### src/rtl/artemis_gtp_link_ctrl_pkg.sv
// Shared state codes, sync encoding and helpers for the GTP link controller.
// Optional error counting is enabled with ARTEMIS_GTP_ERR_COUNT_EN.
package artemis_gtp_link_ctrl_pkg;

  localparam logic [2:0] ST_IDLE      = 3'd0;
  localparam logic [2:0] ST_RESET     = 3'd1;
  localparam logic [2:0] ST_WAIT_PLL  = 3'd2;
  localparam logic [2:0] ST_WAIT_DONE = 3'd3;
  localparam logic [2:0] ST_WAIT_SYNC = 3'd4;
  localparam logic [2:0] ST_LINK_UP   = 3'd5;
  localparam logic [2:0] ST_FAIL      = 3'd6;

  localparam logic [1:0] LOS_IN_SYNC = 2'b00;

  typedef struct packed {
    logic gtp_reset;
    logic link_up;
    logic fail;
  } chan_flags_t;

  // The GTP stays in reset whenever the channel is idle, sequencing reset or failed.
  function automatic chan_flags_t decode_flags(input logic [2:0] st);
    chan_flags_t f;
    f.gtp_reset = (st == ST_IDLE) || (st == ST_RESET) || (st == ST_FAIL);
    f.link_up   = (st == ST_LINK_UP);
    f.fail      = (st == ST_FAIL);
    return f;
  endfunction

  function automatic logic [2:0] popcount4(input logic [3:0] v);
    return {2'b00, v[0]} + {2'b00, v[1]} + {2'b00, v[2]} + {2'b00, v[3]};
  endfunction

endpackage

### src/rtl/artemis_gtp_chan_fsm.sv
// One channel's bring-up FSM with timer, sync-stable counter, retry counter
// and, when ARTEMIS_GTP_ERR_COUNT_EN is defined, a saturating error counter.
module artemis_gtp_chan_fsm
  import artemis_gtp_link_ctrl_pkg::*;
#(
  parameter int RESET_CYCLES   = 16,
  parameter int TIMEOUT_CYCLES = 65536,
  parameter int SYNC_STABLE    = 256,
  parameter int MAX_RETRIES    = 8
) (
  input  logic        clk,
  input  logic        rst,
  input  logic        enable,
  input  logic        pll_detect_k,
  input  logic        dcm_locked,
  input  logic        reset_done,
  input  logic [1:0]  loss_of_sync,
  input  logic        rx_elec_idle,
`ifdef ARTEMIS_GTP_ERR_COUNT_EN
  input  logic [3:0]  disparity_error,
  input  logic [3:0]  rx_not_in_table,
  input  logic        err_clear,
  output logic [15:0] err_count,
`endif
  output logic        gtp_reset,
  output logic        link_up,
  output logic        fail,
  output logic [3:0]  retry_count,
  output logic [2:0]  state
);

  localparam int TMAX = (TIMEOUT_CYCLES > RESET_CYCLES) ? TIMEOUT_CYCLES : RESET_CYCLES;
  localparam int TW   = (TMAX > 2) ? $clog2(TMAX) : 1;
  localparam int SW   = $clog2(SYNC_STABLE + 1);

  localparam logic [TW-1:0] RESET_LAST   = TW'(RESET_CYCLES - 1);
  localparam logic [TW-1:0] TIMEOUT_LAST = TW'(TIMEOUT_CYCLES - 1);
  localparam logic [SW-1:0] SYNC_DONE    = SW'(SYNC_STABLE);
  localparam logic [3:0]    RETRY_LIMIT  = 4'(MAX_RETRIES);

  logic [2:0]    state_q, state_d;
  logic [TW-1:0] timer_q, timer_d;
  logic [SW-1:0] stable_q, stable_d;
  logic [3:0]    retry_q, retry_d;
  chan_flags_t   flags_q, flags_d;
  logic          do_retry, good_sync, link_lost, timed_out;

  assign good_sync = (loss_of_sync == LOS_IN_SYNC) && !rx_elec_idle;
  assign link_lost = !pll_detect_k || !dcm_locked || loss_of_sync[1];
  assign timed_out = (timer_q == TIMEOUT_LAST);

  // Timer and stable counter default to zero so every state change clears them.
  always_comb begin
    state_d  = state_q;
    timer_d  = '0;
    stable_d = '0;
    retry_d  = retry_q;
    do_retry = 1'b0;
    if (!enable) begin
      state_d = ST_IDLE;
    end else begin
      case (state_q)
        ST_IDLE: state_d = ST_RESET;
        ST_RESET: begin
          if (timer_q == RESET_LAST) state_d = ST_WAIT_PLL;
          else timer_d = timer_q + 1'b1;
        end
        ST_WAIT_PLL: begin
          if (timed_out) do_retry = 1'b1;
          else if (pll_detect_k && dcm_locked) state_d = ST_WAIT_DONE;
          else timer_d = timer_q + 1'b1;
        end
        ST_WAIT_DONE: begin
          if (timed_out) do_retry = 1'b1;
          else if (reset_done) state_d = ST_WAIT_SYNC;
          else timer_d = timer_q + 1'b1;
        end
        ST_WAIT_SYNC: begin
          if (timed_out) begin
            do_retry = 1'b1;
          end else begin
            stable_d = good_sync ? stable_q + 1'b1 : '0;
            if (stable_d == SYNC_DONE) begin
              state_d  = ST_LINK_UP;
              stable_d = '0;
            end else begin
              timer_d = timer_q + 1'b1;
            end
          end
        end
        ST_LINK_UP: if (link_lost) do_retry = 1'b1;
        ST_FAIL: state_d = ST_FAIL;
        default: state_d = ST_IDLE;
      endcase
    end
    if (do_retry) begin
      retry_d = (retry_q == 4'hF) ? retry_q : retry_q + 1'b1;
      state_d = (retry_d == RETRY_LIMIT) ? ST_FAIL : ST_RESET;
    end
    if (state_d == ST_IDLE) retry_d = '0;
    flags_d = decode_flags(state_d);
  end

  always_ff @(posedge clk) begin
    if (rst) begin
      state_q  <= ST_IDLE;
      timer_q  <= '0;
      stable_q <= '0;
      retry_q  <= '0;
      flags_q  <= decode_flags(ST_IDLE);
    end else begin
      state_q  <= state_d;
      timer_q  <= timer_d;
      stable_q <= stable_d;
      retry_q  <= retry_d;
      flags_q  <= flags_d;
    end
  end

  assign gtp_reset   = flags_q.gtp_reset;
  assign link_up     = flags_q.link_up;
  assign fail        = flags_q.fail;
  assign retry_count = retry_q;
  assign state       = state_q;

`ifdef ARTEMIS_GTP_ERR_COUNT_EN
  logic [15:0] err_q, err_d;
  logic [16:0] err_sum;

  // A global clear beats both the RESET-entry clear and a same-cycle increment.
  always_comb begin
    err_sum = {1'b0, err_q} + 17'(popcount4(disparity_error | rx_not_in_table));
    err_d   = err_q;
    if (state_q == ST_LINK_UP) err_d = err_sum[16] ? 16'hFFFF : err_sum[15:0];
    if ((state_d == ST_RESET) && (state_q != ST_RESET)) err_d = '0;
    if (err_clear) err_d = '0;
  end

  always_ff @(posedge clk) begin
    if (rst) err_q <= '0;
    else     err_q <= err_d;
  end

  assign err_count = err_q;
`endif

endmodule

### src/rtl/artemis_gtp_link_ctrl.sv
// Top level: slices the per-channel buses onto NUM_CHANNELS independent FSMs.
// Optional error-count ports appear when ARTEMIS_GTP_ERR_COUNT_EN is defined.
module artemis_gtp_link_ctrl
  import artemis_gtp_link_ctrl_pkg::*;
#(
  parameter int NUM_CHANNELS   = 2,
  parameter int RESET_CYCLES   = 16,
  parameter int TIMEOUT_CYCLES = 65536,
  parameter int SYNC_STABLE    = 256,
  parameter int MAX_RETRIES    = 8
) (
  input  logic                        clk,
  input  logic                        rst,
  input  logic [NUM_CHANNELS-1:0]     i_enable,
  input  logic [NUM_CHANNELS-1:0]     i_pll_detect_k,
  input  logic [NUM_CHANNELS-1:0]     i_dcm_locked,
  input  logic [NUM_CHANNELS-1:0]     i_reset_done,
  input  logic [2*NUM_CHANNELS-1:0]   i_loss_of_sync,
  input  logic [NUM_CHANNELS-1:0]     i_rx_elec_idle,
`ifdef ARTEMIS_GTP_ERR_COUNT_EN
  input  logic [4*NUM_CHANNELS-1:0]   i_disparity_error,
  input  logic [4*NUM_CHANNELS-1:0]   i_rx_not_in_table,
  input  logic                        i_err_clear,
  output logic [16*NUM_CHANNELS-1:0]  o_err_count,
`endif
  output logic [NUM_CHANNELS-1:0]     o_gtp_reset,
  output logic [NUM_CHANNELS-1:0]     o_link_up,
  output logic [NUM_CHANNELS-1:0]     o_fail,
  output logic [4*NUM_CHANNELS-1:0]   o_retry_count,
  output logic [3*NUM_CHANNELS-1:0]   o_state
);

  for (genvar k = 0; k < NUM_CHANNELS; k++) begin : g_chan
    artemis_gtp_chan_fsm #(
      .RESET_CYCLES  (RESET_CYCLES),
      .TIMEOUT_CYCLES(TIMEOUT_CYCLES),
      .SYNC_STABLE   (SYNC_STABLE),
      .MAX_RETRIES   (MAX_RETRIES)
    ) u_fsm (
      .clk            (clk),
      .rst            (rst),
      .enable         (i_enable[k]),
      .pll_detect_k   (i_pll_detect_k[k]),
      .dcm_locked     (i_dcm_locked[k]),
      .reset_done     (i_reset_done[k]),
      .loss_of_sync   (i_loss_of_sync[2*k +: 2]),
      .rx_elec_idle   (i_rx_elec_idle[k]),
`ifdef ARTEMIS_GTP_ERR_COUNT_EN
      .disparity_error(i_disparity_error[4*k +: 4]),
      .rx_not_in_table(i_rx_not_in_table[4*k +: 4]),
      .err_clear      (i_err_clear),
      .err_count      (o_err_count[16*k +: 16]),
`endif
      .gtp_reset      (o_gtp_reset[k]),
      .link_up        (o_link_up[k]),
      .fail           (o_fail[k]),
      .retry_count    (o_retry_count[4*k +: 4]),
      .state          (o_state[3*k +: 3])
    );
  end

endmodule

### config.mk
export PLATFORM = sky130hd
export DESIGN_NAME = artemis_gtp_link_ctrl
export DESIGN_NICKNAME = d
export VERILOG_FILES = /design/src/rtl/artemis_gtp_link_ctrl_pkg.sv /design/src/rtl/artemis_gtp_chan_fsm.sv /design/src/rtl/artemis_gtp_link_ctrl.sv
export SDC_FILE = /design/constraint.sdc
export NUM_CORES = 1
export LEC_CHECK = 0
export ABC_AREA = 1
export CORE_MARGIN = 2
export CORE_UTILIZATION = 25
export DETAILED_ROUTE_END_ITERATION = 16
export GPL_ROUTABILITY_DRIVEN = 0
export MAX_ROUTING_LAYER = met4
export PLACE_DENSITY = 0.52
export SETUP_SLACK_MARGIN = 0.02
export SYNTH_ARGS = -nofsm -noshare
export SYNTH_HDL_FRONTEND = slang
export SYNTH_SLANG_ARGS = --single-unit
### constraint.sdc
create_clock -name clk -period 1.8 [get_ports clk]
set_input_delay 0.18 -clock clk [delete_from_list [all_inputs] [get_ports clk]]
set_output_delay 0.18 -clock clk [all_outputs]
set_load 0.02 [all_outputs]
# Word level (Yosys, flattened, before mapping)
# Index checks and enable logic that the tools add are counted.
# op_classes
addsub	6
eq_ne	28
mux	50
n_bitwise	4
n_reduce_logical	32
# op_table
operator	n
two-way mux 16 bit	14
one-hot mux 16 bit (4 select lines)	2
two-way mux 3 bit	20
one-hot mux 3 bit (7 select lines)	2
adder 16 x 1 -> 16 bit, second input constant	2
equality test 16 bit, second input constant	2
equality test 16 x 4 -> 1 bit, second input constant	2
equality test 3 bit, second input constant	10
adder 9 x 1 -> 9 bit, second input constant	2
equality test 9 bit, second input constant	2
two-way mux 9 bit	2
equality test 4 bit, second input constant	4
equality test 3 x 1 -> 1 bit, second input constant	4
equality test 3 x 2 -> 1 bit, second input constant	4
zero test 3 bit	4
OR reduction 5 bit	2
adder 4 x 1 -> 4 bit, second input constant	2
logical OR 1 bit	8
two-way mux 4 bit	2
OR reduction 2 bit	4
zero test 1 bit	6
two-way mux 1 bit	6
OR reduction 3 bit	2
logical AND 1 bit	4
other kinds (3)	8
# totals
reg_bits	70
inputBits	16
out_inout_bits	20
wordCells	134

# Logic depth before layout (Yosys ltp)
# Gate-level depths: netlist of the first run.
# logic_depth
depth_word	12
depth_mapped	16
ltp_nobuf	16

# Modules after synthesis
# From an unflattened synthesis of the first run, not the netlist that was laid out.
# hier_totals
cells_unflattened	600
hier_area_um2	4141.5
# modules_own_cells
module	instances	cells_each	area_each_um2	seq_area_each_um2
artemis_gtp_chan_fsm at g_chan[0].u_fsm	1	296	2080.7	700.7
artemis_gtp_chan_fsm at g_chan[1].u_fsm	1	304	2060.7	700.7

# Worst setup path before layout of the first run
# Ideal clock, no wire load.
# synth_timing
kind	reg2reg
from	register g_chan[0].u_fsm.retry_q[0]
to	register g_chan[0].u_fsm.flags_q (netlist bit g_chan[0].u_fsm.gtp_reset)
setup_ps	122
t_arrival_ps	1755
required_time_ps	1678
slack_ps	-77
path_stages_with_launch	11
n_path_buf	0
period_less_slack_ps	1877
cell_sequence	dfxtp_1 ha_1 nand2_1 nor2_1 mux2_2 nor2_1 nand2_1 nand2_1 inv_1 nand2_1 nand3_1
# synth_between
elab_chain_cells	8
elab_cells_between_ends	11
classes_between	1 x add/sub; 4 x eq/ne; 3 x mux; 3 x reduce/logical
# synth_lines
item	line	source
from (decl)	artemis_gtp_chan_fsm.sv:44	logic [3:0] retry_q, retry_d;
from (signal assigned)	artemis_gtp_chan_fsm.sv:115	retry_q <= retry_d;
adder 4 x 1 -> 4 bit or equality test 4 bit (tied branches)	artemis_gtp_chan_fsm.sv:97	retry_d = (retry_q == 4'hF) ? retry_q : retry_q + 1'b1;
two-way mux 4 bit *	artemis_gtp_chan_fsm.sv:97	
equality test 4 bit *	artemis_gtp_chan_fsm.sv:98	state_d = (retry_d == RETRY_LIMIT) ? ST_FAIL : ST_RESET;
two-way mux 3 bit *	artemis_gtp_chan_fsm.sv:98	
two-way mux 3 bit *	artemis_gtp_chan_fsm.sv:96	if (do_retry) begin
equality test 3 x 1 -> 1 bit or zero test 3 bit (tied branches)	artemis_gtp_link_ctrl_pkg.sv:24	f.gtp_reset = (st == ST_IDLE) || (st == ST_RESET) || (st == ST_FAIL);
logical OR 1 bit	artemis_gtp_link_ctrl_pkg.sv:24	
logical OR 1 bit *	artemis_gtp_link_ctrl_pkg.sv:24	
to (signal assigned)	artemis_gtp_chan_fsm.sv:110	flags_q <= decode_flags(ST_IDLE);
to (signal assigned)	artemis_gtp_chan_fsm.sv:116	flags_q <= flags_d;
to (decl)	artemis_gtp_chan_fsm.sv:45	chan_flags_t flags_q, flags_d;
# Every way passes the cells marked *; elsewhere a longest branch is shown, timed or not.
# A chain may end at the register's enable or synchronous reset.

# Worst setup path after layout of the first run
# layout_timing
from	register g_chan[0].u_fsm.stable_q[1]
to	register g_chan[0].u_fsm.stable_q[2]
# layout_between
elab_chain_cells	4
# layout_lines
item	line	source
from (decl)	artemis_gtp_chan_fsm.sv:43	logic [SW-1:0] stable_q, stable_d;
from (signal assigned)	artemis_gtp_chan_fsm.sv:114	stable_q <= stable_d;
adder 9 x 1 -> 9 bit *	artemis_gtp_chan_fsm.sv:82	stable_d = good_sync ? stable_q + 1'b1 : '0;
two-way mux 9 bit *	artemis_gtp_chan_fsm.sv:82	
equality test 9 bit	artemis_gtp_chan_fsm.sv:83	if (stable_d == SYNC_DONE) begin
OR reduction 5 bit (no line)	n/a	
# Marks and branches as above.

==> results of run 1 <==
-- flip-flops by register name (all words and copies together), names as in the netlist --
register,count
g_chan.u_fsm.state,6
g_chan.u_fsm.gtp_reset,2
g_chan.u_fsm.stable_q,18
g_chan.u_fsm.fail,2
g_chan.u_fsm.timer_q,32
g_chan.u_fsm.retry_count,8
g_chan.u_fsm.link_up,2
-- synth_stat cells, types with 6 or more instances --
cell type	instances	area (µm²)
dfxtp_1	70	1400
a21oi_1	13	65.1
or2_2	7	43.8
nand2_1	147	552
o21ai_0	18	90.1
inv_1	87	327
ha_1	6	75.1
nor3_1	20	100
nand2_2	9	56.3
buf_4	6	45.0
nand4_1	11	68.8
nor2_1	79	297
nand3_1	46	230
xor2_1	16	140
nand3b_1	13	97.6
nor2_2	12	75.1
-- how the worst max path moves through the flow --
stage,from,end
floorplan,g_chan[1].u_fsm.timer_q[1],g_chan[1].u_fsm.timer_q[12]
global placement,i_loss_of_sync[1],g_chan[0].u_fsm.timer_q[15]
detailed placement,i_loss_of_sync[1],g_chan[0].u_fsm.timer_q[1]
CTS,g_chan[0].u_fsm.timer_q[1],g_chan[0].u_fsm.gtp_reset
global route,g_chan[0].u_fsm.stable_q[0],g_chan[0].u_fsm.timer_q[8]
finish,g_chan[0].u_fsm.stable_q[1],g_chan[0].u_fsm.stable_q[2]
-- cell families (layout without fill, tap and decap cells) --
| family | after synthesis | after routing | share of synthesized area [%] |
|---|---|---|---|
| adders and majority gates | 6 | 6 | 1.89 |
| muxes | 2 | 2 | 0.536 |
| AOI/OAI and AO/OA | 41 | 41 | 6.27 |
| and+or+nand+nor | 356 | 357 | 41.3 |
| DFF | 70 | 70 | 35.3 |
| buffers and inverters | 102 | 269 | 10.7 |
| xor gates and xnor gates | 18 | 18 | 3.97 |
-- per-layer routing --
layer	GRT usage, %	part of all wire [%]	up-vias
met3	2.50	2.5	13
met1	16.8	50	1787
met4	4.36	1.6	0
met2	19.0	46	42
met5	-	0	-
li1	-	-	2216
-- placed cells by master (no fill, tap or decap), drive strengths merged, types with 2 or more instances in the layout --
cell	Yosys	final
inv	91	91
dfxtp	70	70
nor4	3	3
buf	8	127
clkdlybuf4s50	0	34
xnor2	2	2
o21ai	18	18
o22ai	2	2
nor2	92	92
or2	8	8
clkinv	1	3
nand2	157	158
nand3b	13	13
nand3	48	48
clkbuf	2	11
xor2	16	16
nor3	22	22
o211ai	2	2
ha	6	6
a21oi	14	14
nand4	12	12
-- power breakdown --
part / leakage (nW) / switching (W) / internal (W) / total (W)
clock network: 0.141 / 0.000647 / 0.00110 / 0.00174
registers: 0.576 / 0.00000392 / 0.00155 / 0.00156
logic: 2.04 / 0.0000911 / 0.0000774 / 0.000169
total: 2.75 / 0.000742 / 0.00273 / 0.00347
-- worst min-delay path, stage by stage --
cell and delay (ns):
dlygate4sd2_1 0.24, nor3_4 0.06, buf_12 0.14, nand2_1 0.05, nor2_1 0.04
-- area by class of cell --
cell class	instances	area, µm²
Fill cell	1583	9380
Multi-Input combinational cell	424	2600
Sequential cell	70	1430
Timing Repair Buffer	162	1390
Inverter	92	354
Tap cell	216	270
Clock buffer	11	243
Clock inverter	4	47.5
-- per-stage QoR --
step	hold WS (ns)	power [W]	worst slack (ns)	cell area (µm²)	utilization, %
final	0.415	0.00347	-0.0787	6330	40.3
after global routing	0.432	0.00361	-0.231	6330	40.3
after CTS	0.399	0.00351	-0.0576	5940	37.8
after detailed placement	0.507	0.00174	-0.312	5270	33.6
after global placement	0.502	0.00174	-0.313	5270	33.6
after floorplan	0.349	0.00166	-0.00371	3990	-
-- what timing repair did --
| item | 4_1_cts | 5_1_grt |
|---|---|---|
| pin swaps | 40 | 48 |
| gates cloned | 1 | 0 |
| gates resized for setup | 59 | 97 |
| setup endpoints to repair | 50 | 70 |
| buffers inserted | 20 | 11 |
==> impl_metrics.env, run 1 <==
export IMPL_synth_main_ff_cell="dfxtp_1"
export IMPL_grt_max_degree=12
export IMPL_fin_tns_setup_ns=-1.39
export IMPL_fin_cells=979
export IMPL_slew_viol_final=0
export IMPL_synthCells=595
export IMPL_core_um2=15700
export IMPL_start_util_pct=25.3
export IMPL_synth_warnings=0
export IMPL_reg2reg_to="g_chan[0].u_fsm.stable_q[2]"
export IMPL_fin_ws_ns=-0.0787
export IMPL_cp_end_kind="flip-flop"
export IMPL_synth_seq_area_share_pct=35.3
export IMPL_worstPathArrival_ns=2.15
export IMPL_syn_area_um2=3970
export IMPL_wl_per_cell_um=10.6
export IMPL_numCtsBuffers=9
export IMPL_fin_skew_ns=0.00762
export IMPL_grt_pass1_wl_um=16600
export IMPL_maxCapViolations=0
export IMPL_reg2reg_depth=13
export IMPL_track_usage_pct=12.6
export IMPL_violations="negative setup slack"
export IMPL_cp_slowest_cell="dfxtp_4"
export IMPL_startpoint_type="flip-flop"
export IMPL_cts_hold_fix_buffers=0
export IMPL_peakVddDrop_v=0.000405
export IMPL_worstPathCellList="ha_4, nand2_4, buf_6, nand3_4, buf_6, buf_4, buf_4, buf_4, buf_4, buf_4, buf_4, buf_4, nor2_2"
export IMPL_timing_fmax_mhz=532
export IMPL_hp_class="in2reg"
export IMPL_drive_above_1_share_pct=38.5
export IMPL_diodes=0
export IMPL_ant_nets=0
export IMPL_syn_area_per_cell_um2=6.67
export IMPL_routed_wl_um=10400
export IMPL_cpPeakStageDelay_ns=0.35
export IMPL_dp_cells=933
export IMPL_hp_start="i_rx_elec_idle[0]"
export IMPL_first_global_vias=3695
export IMPL_drt_initial_drc_count=161
export IMPL_hold_viol=0
export IMPL_tightest_slew_ns=0.434
export IMPL_antenna_found_initial=0
export IMPL_critical_path_depth=13
export IMPL_cts_buffer_depth=2
export IMPL_reg2reg_from="g_chan[0].u_fsm.stable_q[1]"
export IMPL_worst_ep_required_time_ns=2.07
export IMPL_firstDrtPassIters=5
export IMPL_rsz0062_at_grt="yes"
export IMPL_status="complete, but fails checks"
export IMPL_rows=46
export IMPL_critPathBufInv=9
export IMPL_fp_dieW_um=130
export IMPL_ys_ff_latch=70
export IMPL_crit_fanout=3
export IMPL_power_leakage_nw=2.75
export IMPL_hpwl_um=7290
export IMPL_grt_overflow=0
export IMPL_synthArstFlopShare_pct=0
export IMPL_clkLatencyLatePin_ns=0.34
export IMPL_synth_fp_nets=617
export IMPL_finalSetupViolCount=37
export IMPL_r2r_slack_ns=-0.08
export IMPL_period_needed_ns=1.88
export IMPL_die_area_um2=16900
export IMPL_nNetsFinal=781
export IMPL_die_y_um=130
export IMPL_critical_path_class="reg2reg"
export IMPL_cts_root_buffer="clkbuf_16"
export IMPL_drcViolationCount=0
export IMPL_vias=4058
export IMPL_viasPerCell=4.15
export IMPL_htreeDepth=3
export IMPL_whs_path_depth=5
export IMPL_powerDensity_nw_per_um2=547
export IMPL_io_pins=36
export IMPL_cts_tree="done"
export IMPL_min_to="g_chan[0].u_fsm.stable_q[1]"
export IMPL_slew_headroom_pct=70.9
export IMPL_portBuffers=35
export IMPL_clkSlewWorstSetupHoldPaths_ns=0.06
export IMPL_synth_enable_flop_cells=0
export IMPL_crit_top_cell="buf_4"
export IMPL_syn2layout_area_growth_pct=59.5
export IMPL_cts_sinks=70
export IMPL_fin_crit_sh_pct=104
export IMPL_yosysUniqueCellTypes=44
export IMPL_cpLargestDelayFamily="buffers and inverters"
Power figures use the tool's default switching activity.
==> run 2: changes to the inputs <==
- CORE_UTILIZATION: 25 -> 52
- PLACE_DENSITY: 0.52 -> 0.85
==> run 2 against run 1 <==
Against the previous run:
- the run still ends with negative setup slack left
- clock power fell by 32%
- sequential share of layout area is 1.5 points higher
- first-iteration DRC count grew to 4.1 times the previous value
- global-route usage is 18 points higher
- utilization is 41 points higher
- total power is 16% lower
- via count is 25% higher
- sequential power barely moved
- fmax fell by 13%
- critical path depth rose by 3
- routed wire length rose by 54%
- sequential cell count is the same
==> impl_metrics.env, run 2 (synthesis results as in run 1) <==
export IMPL_status="complete, but fails checks"
export IMPL_violations="negative setup slack"
export IMPL_antenna_found_initial=0
export IMPL_wl_per_cell_um=19.2
export IMPL_p_clk_share_pct=40.5
export IMPL_core_um2=7330
export IMPL_finalSetupViolCount=68
export IMPL_vias=5074
export IMPL_crit_fanout=7
export IMPL_drive_above_1_share_pct=38.1
export IMPL_slew_viol_final=0
export IMPL_first_global_vias=4475
export IMPL_cts_sinks=70
export IMPL_startpoint_type="flip-flop"
export IMPL_period_needed_ns=2.16
export IMPL_rows=31
export IMPL_drcViolationCount=0
export IMPL_cts_buffer_depth=2
export IMPL_grt_max_degree=15
export IMPL_fin_crit_sh_pct=120
export IMPL_net_switching_power_w=0.000728
export IMPL_swShare_pct=24.9
export IMPL_syn2layout_area_growth_pct=49.9
export IMPL_fin_ws_ns=-0.356
export IMPL_powerDensity_nw_per_um2=490
export IMPL_fin_skew_ns=0.0165
export IMPL_power_w=0.00292
export IMPL_cp_slowest_cell="dfxtp_2"
export IMPL_p_seq_share_pct=53.1
export IMPL_cts_tree="done"
export IMPL_grt_overflow=0
export IMPL_nNetsFinal=755
export IMPL_hpwl_um=7100
export IMPL_fin_cells=836
export IMPL_io_pins=36
export IMPL_clkSlewWorstSetupHoldPaths_ns=0.07
export IMPL_track_usage_pct=30.6
export IMPL_slew_headroom_pct=55.0
export IMPL_largest_reg_flops=32
export IMPL_cpPeakStageDelay_ns=0.36
export IMPL_hp_class="in2reg"
export IMPL_routed_wl_um=16000
export IMPL_worstPathArrival_ns=2.41
export IMPL_die_y_um=91.4
export IMPL_rsz0062_at_grt="yes"
export IMPL_firstDrtPassIters=6
export IMPL_grt_pass1_wl_um=20200
export IMPL_htreeDepth=3
export IMPL_numCtsBuffers=9
export IMPL_cp_end_kind="flip-flop"
export IMPL_ant_nets=0
export IMPL_fin_tns_setup_ns=-12.96
export IMPL_hold_viol=0
export IMPL_die_area_um2=8350
export IMPL_pre_cts_slack_ns=-0.335
export IMPL_peakVddDrop_v=0.000413
export IMPL_p_int_w=0.00219
export IMPL_cts_hold_fix_buffers=0
export IMPL_tightest_slew_ns=0.666
export IMPL_critical_path_class="reg2reg"
export IMPL_diodes=0
export IMPL_dp_cells=784
export IMPL_worst_ep_required_time_ns=2.05
export IMPL_timing_fmax_mhz=464
export IMPL_fp_dieW_um=91.4
export IMPL_maxCapViolations=0
export IMPL_portBuffers=35
export IMPL_regMostFlops="g_chan.u_fsm.timer_q"
export IMPL_final_common_cell="nand2_1"
export IMPL_cts_root_buffer="clkbuf_8"
export IMPL_combPwrFrac_pct=6.4
export IMPL_viasPerCell=6.07
export IMPL_mostFrequentLayoutCells="114 x nand2_1, 80 x buf_4, 76 x inv_1"
export IMPL_clkLatencyLatePin_ns=0.36
export IMPL_start_util_pct=54.2
export IMPL_power_leakage_nw=2.67
export IMPL_drt_initial_drc_count=663
export IMPL_worstPathCellList="buf_6, nand2_4, nor2_4, nand2_2, nand2_1, nand2_2, nand2_2, nand2_1, nor2_1, nand3b_1, nand2_1, nand2_1, nand2_2, nand2_4, nand3b_1, inv_1"
export IMPL_fin_hold_ws_ns=0.514
run 2: cell types whose count changed in the layout (fill, tap and decap cells not counted), moves of 6 or more:
cell and delta:
clkbuf_16 -9, nor2_1 -8, nor2_2 +6, nand2_4 +6
buf_4 -29, clkbuf_8 +10
run 2: worst paths after layout:
| path | from | to | slack, ns | cells after the start |
|---|---|---|---|---|
| setup / recovery | g_chan[0].u_fsm.stable_q[1] | g_chan[0].u_fsm.timer_q[5] | -0.36 | 16 |
| hold / removal | i_rx_elec_idle[1] | g_chan[1].u_fsm.stable_q[1] | 0.51 | 4 |
| setup reg to reg | g_chan[0].u_fsm.stable_q[1] | g_chan[0].u_fsm.timer_q[5] | -0.36 | 16 |
| hold reg to reg | g_chan[1].u_fsm.retry_count[2] | g_chan[1].u_fsm.retry_count[2] | 0.52 | 2 |
run 2: cell type report:
cell class                 count  area [µm²]
clock inverter                 1        5.00
clock buffer                  14         163
inverter                      92         359
tap                           99         124
timing repair buffer         136        1200
multi-input combinational    424        2660
sequential                    70        1440
fill                         365        1380
run 2: power by group through the flow:
stage / sequential, W / combinational, W / clock (W)
4_1_cts: 0.00155 / 0.000149 / 0.00114
5_1_grt: 0.00155 / 0.000193 / 0.00123
2_1_floorplan: 0.00159 / 0.0000669 / 0
6_report: 0.00155 / 0.000186 / 0.00118
3_3_place_gp: 0.00159 / 0.000133 / 0
3_5_place_dp: 0.00159 / 0.000137 / 0
run 2: what timing repair did:
action                                  in CTS  in global routing
buffers inserted                            18                 17
resized for setup                           67                115
cloned                                       2                  0
endpoints found under the setup margin      68                 70
pin swaps                                   47                 57
run 2: worst max-delay path, delay by kind of cell, from the launching register on:
kind	cells	cell delay (ns)
and+or+nand+nor	14	1.50
DFF	1	0.36
buffers and inverters	2	0.18
run 2: per-layer routing:
layer,routed length (µm),vias to the layer above,track usage [%],share of wire [%]
met4,1220,0,18.9,7.6
met3,1580,172,5.73,9.9
met5,0,-,-,0
met2,7430,429,49.3,46
li1,-,2164,-,-
met1,5780,2309,35.0,36
run 2: through the flow:
stage                     cell area (µm²)  utilization, %
after global routing                 5950            81.2
after global placement               4870            66.5
after CTS                            5430            74.1
final                                5950            81.2
after floorplan                      3990               -
after detailed placement             4870            66.5
==> run 3: changes to the inputs <==
- CORE_UTILIZATION: 52 -> 57
- DONT_BUFFER_PORTS: default -> 1
- HOLD_SLACK_MARGIN: default -> 0.1
- PLACE_DENSITY: 0.85 -> 0.84
==> run 3 against run 2 <==
Against the previous run:
- the run still ends with negative setup slack left
- highest routed layer unchanged
- sequential cell count is the same
- global-route usage shrank 2.1 points
- clock power shrank 6%
- critical path type unchanged
- combinational power shrank 24%
- largest cell class unchanged
- critical endpoint is now g_chan[0].u_fsm.timer_q[15]
==> impl_metrics.env, run 3 (synthesis results as in run 1) <==
export IMPL_reg2reg_from="g_chan[0].u_fsm.timer_q[2]"
export IMPL_cts_root_buffer="clkbuf_8"
export IMPL_peakVddDrop_v=0.000407
export IMPL_cpPeakStageDelay_ns=0.45
export IMPL_powerDensity_nw_per_um2=514
export IMPL_hp_start="i_enable[1]"
export IMPL_cp_end_kind="flip-flop"
export IMPL_critical_path_class="reg2reg"
export IMPL_critPathBufInv=0
export IMPL_ant_nets=0
export IMPL_grt_pass1_wl_um=17000
export IMPL_p_int_w=0.00212
export IMPL_multi_input_area_um2=2580
export IMPL_clkLatencyLatePin_ns=0.36
export IMPL_fin_crit_sh_pct=117
export IMPL_cp_slowest_cell="dfxtp_1"
export IMPL_slew_headroom_pct=65.5
export IMPL_clkSlewWorstSetupHoldPaths_ns=0.07
export IMPL_htreeDepth=3
export IMPL_regMostFlops="g_chan.u_fsm.timer_q"
export IMPL_worstPathArrival_ns=2.39
export IMPL_syn2layout_area_growth_pct=37.6
export IMPL_routed_wl_um=14300
export IMPL_viasPerCell=6.18
export IMPL_grt_overflow=0
export IMPL_rsz0062_at_grt="yes"
export IMPL_die_area_um2=7650
export IMPL_min_to="g_chan[1].u_fsm.retry_count[3]"
export IMPL_dp_cells=726
export IMPL_fin_util_pct=80.9
export IMPL_hp_class="in2reg"
export IMPL_startpoint_type="flip-flop"
export IMPL_seq_area_um2=1430
export IMPL_track_usage_pct=28.5
export IMPL_antenna_found_initial=0
export IMPL_hold_viol=0
export IMPL_drcViolationCount=0
export IMPL_start_util_pct=58.8
export IMPL_fin_skew_ns=0.00911
export IMPL_net_switching_power_w=0.000691
export IMPL_reg2reg_depth=8
export IMPL_tightest_slew_ns=0.512
export IMPL_finalSetupViolCount=67
export IMPL_die_y_um=87.5
export IMPL_io_pins=36
export IMPL_power_leakage_nw=2.47
export IMPL_hpwl_um=6690
export IMPL_p_seq_share_pct=55.3
export IMPL_cts_tree="done"
export IMPL_violations="negative setup slack"
export IMPL_period_needed_ns=2.11
export IMPL_nNetsFinal=721
export IMPL_maxCapViolations=0
export IMPL_drt_initial_drc_count=553
export IMPL_pre_cts_slack_ns=-0.181
export IMPL_crit_top_cell="nand3_1"
export IMPL_fillers=365
export IMPL_fin_ws_ns=-0.307
export IMPL_power_w=0.00281
export IMPL_diodes=0
export IMPL_fin_hold_ws_ns=0.130
export IMPL_numCtsBuffers=9
export IMPL_p_clk_share_pct=39.6
export IMPL_final_common_cell="nand2_1"
export IMPL_r2r_slack_ns=-0.31
export IMPL_largest_reg_flops=32
export IMPL_cpLargestDelayFamily="simple AND/OR/NAND/NOR gates"
export IMPL_drive_above_1_share_pct=35.0
export IMPL_worstPathCellList="nand3_1, nor3_4, nand4_1, nor2_2, nand2_1, o21ai_0, nand3_1, nor2_1"
export IMPL_vias=4833
export IMPL_portBuffers=0
export IMPL_combPwrFrac_pct=5.1
export IMPL_status="complete, but fails checks"
export IMPL_swShare_pct=24.6
export IMPL_fin_cells=782
export IMPL_firstDrtPassIters=6
export IMPL_wl_per_cell_um=18.3
export IMPL_worst_ep_required_time_ns=2.08
export IMPL_crit_fanout=3
export IMPL_reg2reg_to="g_chan[0].u_fsm.timer_q[15]"
export IMPL_rows=30
export IMPL_cts_buffer_depth=2
export IMPL_mostFrequentLayoutCells="126 x nand2_1, 83 x buf_4, 81 x inv_1"
export IMPL_whs_path_depth=3
export IMPL_fp_dieW_um=87.5
export IMPL_timing_fmax_mhz=475
export IMPL_cts_sinks=70
export IMPL_grt_max_degree=12
export IMPL_slew_viol_final=0
export IMPL_core_um2=6760
export IMPL_first_global_vias=4081
run 3: cell types whose count changed in the layout (fill, tap and decap cells not counted), sizes merged:
| cell | delta |
|---|---|
| buf | -8 |
| clkbuf | -2 |
| clkdlybuf4s50 | -35 |
| dlygate4sd3 | +8 |
| dlymetal6s4s | +1 |
| inv | +1 |
run 3: routing by layer:
| layer | GRT usage [%] | share of wire [%] |
|---|---|---|
| met5 | - | 0 |
| met4 | 14.7 | 8.0 |
| met3 | 5.59 | 9.5 |
| met2 | 49.9 | 46 |
| met1 | 30.3 | 36 |
run 3: worst reg2reg max path, cell delays in order (launching register included):
cell	delay [ns]
dfxtp_1	0.45
nand3_1	0.21
nor3_4	0.25
nand4_1	0.23
nor2_2	0.21
nand2_1	0.11
o21ai_0	0.29
nand3_1	0.14
nor2_1	0.16
run 3: power groups by stage:
stage | logic, W | registers [W] | clock network, W
3_5_place_dp | 0.0000888 | 0.00159 | 0
6_report | 0.000142 | 0.00155 | 0.00111
5_1_grt | 0.000149 | 0.00155 | 0.00118
4_1_cts | 0.000110 | 0.00155 | 0.00107
3_3_place_gp | 0.0000868 | 0.00159 | 0
2_1_floorplan | 0.0000669 | 0.00159 | 0
run 3: what timing repair did:
action | 4_1_cts | 5_1_grt
endpoints found under the hold margin | 22 | 2
setup buffers | 16 | 16
setup endpoints to repair | 49 | 70
hold buffers | 8 | 2
cloned | 1 | 1
pin swaps | 23 | 42
resized for setup | 40 | 96
run 3: how the worst max path moves through the flow:
stage / from / end / slack, ns / cells after the start
after floorplan: g_chan[1].u_fsm.timer_q[1] / g_chan[1].u_fsm.timer_q[12] / -0.004 / 13
after global placement: g_chan[0].u_fsm.timer_q[1] / g_chan[0].u_fsm.gtp_reset / -0.12 / 14
after detailed placement: g_chan[0].u_fsm.stable_q[1] / g_chan[0].u_fsm.timer_q[13] / -0.18 / 14
after CTS: g_chan[1].u_fsm.timer_q[0] / g_chan[1].u_fsm.timer_q[7] / -0.09 / 13
after global routing: g_chan[0].u_fsm.stable_q[0] / g_chan[0].u_fsm.timer_q[10] / -0.46 / 16
final: g_chan[0].u_fsm.timer_q[2] / g_chan[0].u_fsm.timer_q[15] / -0.31 / 8
run 3: final cells by class:
class | instances | area share (%)
timing repair buffer | 102 | 15.5
tap | 80 | 1.83
sequential | 70 | 26.1
multi-input combinational | 424 | 47.3
clock inverter | 2 | 0.183
clock buffer | 12 | 2.66
inverter | 92 | 6.45
run 3: through the flow:
stage	setup TNS (ns)	area [µm²]
final	-10.07	5470
after global routing	-19.02	5470
after CTS	-2.35	4990
after detailed placement	-4.86	4500
after global placement	-2.20	4500
after floorplan	-0.0128	3990
